[config.mk]
export PLATFORM = sky130hd
export DESIGN_NAME = wbu_regfile_pipe
export DESIGN_NICKNAME = d
export VERILOG_FILES = /design/src/rtl/wbu_regfile_pipe.sv
export SDC_FILE = /design/constraint.sdc
export NUM_CORES = 1
export LEC_CHECK = 0
export BUFFER_PORTS_ARGS = -buffer_cell sky130_fd_sc_hd__buf_2
export CAP_MARGIN = 30
export CORE_AREA = 2 2 263 265
export DETAILED_ROUTE_END_ITERATION = 16
export DIE_AREA = 0 0 265 267
export GPL_TIMING_DRIVEN = 0
export PLACE_DENSITY = 0.8
export SETUP_SLACK_MARGIN = 0.5
export SYNTH_ARGS = -nofsm -noshare
export SYNTH_HDL_FRONTEND = slang
export SYNTH_SLANG_ARGS = --single-unit
export TNS_END_PERCENT = 1
[constraint.sdc]
create_clock -name clock -period 4 [get_ports clock]
set_input_delay 0.8 -clock clock [delete_from_list [all_inputs] [get_ports clock]]
set_output_delay 0.8 -clock clock [all_outputs]
set_load 0.01 [all_outputs]
[src/rtl/wbu_regfile_pipe.sv]
// rtl/wbu_regfile_pipe.sv - pipelined writeback stage with integer register file
// One staging slot commits to rf/pc/instret; combinational reads forward the staged result.
module wbu_regfile_pipe #(
  parameter int          ADDR_WIDTH = 5,
  parameter int          DATA_WIDTH = 32,
  parameter int          NUM_REGS   = 16,
  parameter int          NUM_RD     = 2,
  parameter logic [31:0] RESET_PC   = 32'h3000_0000,
  parameter bit          BYPASS     = 1'b1
) (
  input  logic                           clock,
  input  logic                           reset,
  input  logic                           in_valid,
  output logic                           in_ready,
  input  logic [31:0]                    in_inst,
  input  logic [DATA_WIDTH-1:0]          in_wdata,
  input  logic [31:0]                    in_next_pc,
  input  logic [63:0]                    in_num,
  input  logic                           commit_en,
  input  logic [NUM_RD*ADDR_WIDTH-1:0]   raddr,
  output logic [NUM_RD*DATA_WIDTH-1:0]   rdata,
  output logic [31:0]                    pc,
  output logic                           retire_valid,
  output logic [63:0]                    retire_num,
  output logic [63:0]                    instret,
  output logic                           hz_valid,
  output logic [31:0]                    hz_inst,
  output logic [DATA_WIDTH-1:0]          hz_data
);

  localparam int IDX_W = (NUM_REGS > 1) ? $clog2(NUM_REGS) : 1;

  logic                  s_valid_q, s_valid_d;
  logic [31:0]           s_inst_q, s_inst_d;
  logic [DATA_WIDTH-1:0] s_wdata_q, s_wdata_d;
  logic [31:0]           s_next_pc_q, s_next_pc_d;
  logic [63:0]           s_num_q, s_num_d;
  logic [DATA_WIDTH-1:0] rf_q [NUM_REGS];
  logic [DATA_WIDTH-1:0] rf_d [NUM_REGS];
  logic [31:0]           pc_q, pc_d;
  logic [63:0]           instret_q, instret_d;
  logic                  retire_valid_q, retire_valid_d;
  logic [63:0]           retire_num_q, retire_num_d;

  logic             accept, commit, s_wen;
  logic [IDX_W-1:0] s_idx;
  logic             unused_raddr_bits;

  assign unused_raddr_bits = ^raddr;

  assign in_ready = !s_valid_q || commit_en;
  assign accept   = in_valid && in_ready;
  assign commit   = s_valid_q && commit_en;
  assign s_idx    = s_inst_q[7 +: IDX_W];

  always_comb begin
    s_wen = 1'b0;
    case (s_inst_q[6:0])
      7'b0010011, 7'b0110111, 7'b0010111, 7'b1110011,
      7'b1101111, 7'b1100111, 7'b0110011, 7'b0000011: s_wen = 1'b1;
      default: s_wen = 1'b0;
    endcase
  end

  always_comb begin
    s_valid_d      = s_valid_q;
    s_inst_d       = s_inst_q;
    s_wdata_d      = s_wdata_q;
    s_next_pc_d    = s_next_pc_q;
    s_num_d        = s_num_q;
    rf_d           = rf_q;
    pc_d           = pc_q;
    instret_d      = instret_q;
    retire_num_d   = retire_num_q;
    retire_valid_d = commit;
    if (commit) begin
      pc_d         = s_next_pc_q;
      instret_d    = instret_q + 64'd1;
      retire_num_d = s_num_q;
      if (s_wen && s_idx != '0) rf_d[s_idx] = s_wdata_q;
    end
    // A same-cycle accept overwrites the slot after its old entry commits.
    if (accept) begin
      s_valid_d   = 1'b1;
      s_inst_d    = in_inst;
      s_wdata_d   = in_wdata;
      s_next_pc_d = in_next_pc;
      s_num_d     = in_num;
    end else if (commit) begin
      s_valid_d = 1'b0;
    end
  end

  always_ff @(posedge clock or negedge reset) begin
    if (!reset) begin
      s_valid_q      <= 1'b0;
      s_inst_q       <= '0;
      s_wdata_q      <= '0;
      s_next_pc_q    <= '0;
      s_num_q        <= '0;
      for (int i = 0; i < NUM_REGS; i++) rf_q[i] <= '0;
      pc_q           <= RESET_PC;
      instret_q      <= '0;
      retire_valid_q <= 1'b0;
      retire_num_q   <= '0;
    end else begin
      s_valid_q      <= s_valid_d;
      s_inst_q       <= s_inst_d;
      s_wdata_q      <= s_wdata_d;
      s_next_pc_q    <= s_next_pc_d;
      s_num_q        <= s_num_d;
      rf_q           <= rf_d;
      pc_q           <= pc_d;
      instret_q      <= instret_d;
      retire_valid_q <= retire_valid_d;
      retire_num_q   <= retire_num_d;
    end
  end

  always_comb begin
    rdata = '0;
    for (int i = 0; i < NUM_RD; i++) begin
      if (raddr[i*ADDR_WIDTH +: IDX_W] == '0) begin
        rdata[i*DATA_WIDTH +: DATA_WIDTH] = '0;
      end else if (BYPASS && s_valid_q && s_wen &&
                   s_idx == raddr[i*ADDR_WIDTH +: IDX_W]) begin
        rdata[i*DATA_WIDTH +: DATA_WIDTH] = s_wdata_q;
      end else begin
        rdata[i*DATA_WIDTH +: DATA_WIDTH] = rf_q[raddr[i*ADDR_WIDTH +: IDX_W]];
      end
    end
  end

  assign pc           = pc_q;
  assign instret      = instret_q;
  assign retire_valid = retire_valid_q;
  assign retire_num   = retire_num_q;
  assign hz_valid     = s_valid_q;
  assign hz_inst      = s_inst_q;
  assign hz_data      = s_wdata_q;

endmodule

==> results.json <==
{
  "cts.root.buffer_cell": "clkbuf_16",
  "final_core_util": 0.694,
  "ioPinCount": 465,
  "worst_setup_path_end_kind": "output port",
  "layout-drive-gt1-share": 0.577,
  "rows": 96,
  "max_slew.worst_pin.slew_ns": 1.17,
  "synth_fa_ha_area_frac": 0.000316,
  "grt_start_max_net_pins": 132,
  "worst_r2r_path_depth": 7,
  "unrepaired_setup_endpoints_after_global_routing": "true",
  "min_path_type": "primary input to asynchronous set/reset pin",
  "cp.arrival_ns": 3.02,
  "period_minus_slack_ns": 3.82,
  "floorplan.initialDensity": 0.582,
  "postRouteWirelength_um": 118000,
  "die_h_um": 267,
  "ys_ff_latch": 834,
  "grt_antenna_before_repair": 7,
  "synth-edff-count": 0,
  "place_worst_setup_slack_ns": -0.795,
  "port_buffers": 458,
  "critical_path_startpoint_category": "primary input",
  "report.final.hold_viol_count": 0,
  "dieArea_um2": 70800,
  "drc": 0,
  "synthArstFlopShare": 1.00,
  "fin_worst_skew_ns": 0.0226,
  "worst_path_max_delay_cell": "buf_1",
  "clock_tree_from_tritoncts": "done",
  "mappedNetlistArea_um2": 39600,
  "detail-route-antenna-nets": 0,
  "grt.overflow.total": 0,
  "post_synth_xor_area_fraction": 0.0157,
  "critical_path_required_ns": 3.20,
  "final_cells": 3992,
  "postSynthNetCount": 2629,
  "drv_cap": 0,
  "ir_worst_vdd_mv": 0.411,
  "setup_slack_after_layout_ns": 0.179,
  "first_pass_iteration_count_of_the_detailed_router": 6,
  "worst_slew_margin_rel": 0.219,
  "final.setup.tns_ns": 0,
  "synth_largest_area_cell": "dfrtp_1",
  "fp.dieW_um": 265,
  "tritoncts.num_buffers": 89,
  "placedCellCount": 3813,
  "ff2ff_setup_slack_ns": 0.94,
  "critical_path.top_delay_family": "buffers and inverters",
  "mean_instance_size_in_the_synthesized_netlist_um2": 16.1,
  "routed_via_density": 6.62,
  "routability_congestion": 0.909,
  "first_global_vias": 28300,
  "critical_path.max_stage_delay_ns": 0.85,
  "crit_path_cell_trace": "clkbuf_1 > buf_1 > mux4_2 > a22o_4 > buf_2",
  "p_leak_uw": 0.0222,
  "synth.top_cell.area_share": 0.526,
  "synth-compound-area-share": 0.0169,
  "timing_worst_setup_path_type": "primary input to output port",
  "fmax_mhz": 262,
  "report.final.setup_viol": 0,
  "synthMuxAreaShare": 0.390,
  "grt_util_all_layers": 0.335,
  "worst_r2r_endpoint": "rf_q[77]$_DFFE_PN0P_",
  "crit-reg2reg-launch": "hz_inst[2]$_DFFE_PN0P_",
  "postCtsHoldBufs": 0,
  "post_synth_main_area_contributors": "dfrtp_1 53%, mux2_2 20%, mux4_2 18%",
  "period_share": 0.955,
  "grt_first_pass_wirelength_um": 175000,
  "clock_sinks": 834,
  "syn_to_final_growth_pct": 19.1,
  "seq_area_frac_synth": 0.527,
  "cp_max_fo": 10,
  "core-area_um2": 68000,
  "ys.flop_type": "dfrtp_1",
  "synth_top_family_by_area": "multiplexers",
  "clkLatencyLatePin_ns": 0.65,
  "syn-instance-count": 2454,
  "detailedPlacementHpwl_um": 80000,
  "first_iter_violations": 2518,
  "cp.buffers_inverters": 3,
  "ys_types": 45,
  "route.detailed.wl_per_inst_um": 29.5,
  "finalMaxSlewViolations": 0,
  "cts.htree.levels": 3,
  "routed-via-count": 26400,
  "final_net_count": 3213,
  "cts.reportedPaths.clkPinSlew_ns": 0.06,
  "ys_warn_count": 0,
  "status": "finished clean",
  "power_per_cell_area_nw_per_um2": 473,
  "simple_gate_share_of_the_synthesized_area": 0.0233,
  "design_power_total_uw": 22300,
  "clockBufferDepth": 3
}
-- worst register-to-register path: cells and delay by family (launching register included) --
family	cells	cell delay, ns
flip-flops	1	0.41
AO/OA/AOI/OAI	2	0.59
multiplexers	1	0.49
buffers and inverters	2	0.76
AND/OR/NAND/NOR	2	0.69
-- repair_timing --
item | 4_1_cts | 5_1_grt
setup buffers | 11 | 1
pin swaps | 3 | 1
gates resized for setup | 155 | 6
cloned | 1 | 0
endpoints found under the setup margin | 64 | 64
-- flip-flops by register name, summed over array words and instances (netlist names), 32 cells and up --
register,flops
s_next_pc_q,32
hz_data,32
s_num_q,64
pc,32
hz_inst,32
rf_q,512
instret,64
retire_num,64
-- worst max-delay path by stage --
stage	startpoint	slack, ns	to	cells after the start
6_report	raddr[7]	0.18	rdata[34]	5
4_1_cts	hz_inst[2]$_DFFE_PN0P_	0.32	rdata[41]	9
3_5_place_dp	raddr[5]	-0.80	rdata[51]	9
5_1_grt	hz_inst[2]$_DFFE_PN0P_	0.24	rdata[41]	9
2_1_floorplan	raddr[5]	0.48	rdata[32]	5
3_3_place_gp	reset	-14.47	hz_data[25]$_DFFE_PN0P_	1
-- Yosys cell counts (all sizes together), types with 4 or more instances --
cell	instances
xor2	27
o221ai	4
xnor2	44
nor4	15
a22o	64
nand3	24
nor3	9
mux2	737
mux4	314
dfrtp	832
mux2i	8
inv	11
nor2b	5
and3	8
buf	84
nand2	48
clkbuf	144
nor2	24
nand4	20
-- cell families (layout without fill, tap and decap cells) --
family                     after synthesis  count (layout)
AOI/OAI and AO/OA                       78              78
xor gates and xnor gates                71              71
adders and majority gates                1               1
buffers and inverters                  241             892
DFF                                    834             834
muxes                                 1059            1059
other                                    0               5
and+or+nand+nor                        170             170
-- through the flow --
| stage | instance area (um^2) | hold WS (ns) |
|---|---|---|
| global placement | 43000 | 0.452 |
| floorplan | 39600 | 0.441 |
| CTS | 47100 | 0.0737 |
| global route | 47200 | 0.108 |
| finish | 47200 | 0.0806 |
| detailed placement | 43400 | 0.465 |
-- routing by layer --
metal,track usage,share of wire
met5,0,0.00026
met4,0.183,0.059
met3,0.0889,0.092
met2,0.543,0.49
met1,0.414,0.36
-- cell usage in the layout, fill, tap and decap left out, types with 6 or more instances in the layout --
cell type,count
a22o_1,56
a22o_4,8
and3_1,8
buf_1,36
buf_12,7
buf_16,9
buf_2,472
buf_4,16
buf_6,20
buf_8,18
bufinv_16,6
clkbuf_1,115
clkbuf_16,94
clkbuf_2,10
clkbuf_4,16
clkbuf_8,32
clkinv_2,15
dfrtp_1,830
inv_1,9
mux2_1,18
mux2_2,719
mux2i_1,8
mux4_2,314
nand2_1,48
nand3_1,24
nand4_1,20
nor2_1,23
nor3_1,8
nor4_1,11
xnor2_1,44
xor2_1,27
-- area by class of cell --
cell class / instances / area [um^2]
inverters: 13 / 48.8
clock buffers: 124 / 2530
fillers: 4357 / 20800
flip-flops and latches: 834 / 20900
repair buffers: 493 / 2880
well taps: 882 / 1100
diodes: 5 / 12.5
multi-input cells: 1379 / 17800
plain buffers: 228 / 1490
clock inverters: 34 / 435
-- report_power, final --
part | switching [uW] | total [uW] | internal, uW
Combinational | 1760 | 3690 | 1930
Clock | 3510 | 8330 | 4830
Sequential | 837 | 10300 | 9450
Total | 6100 | 22300 | 16200
(Power assumes the default switching activity.)
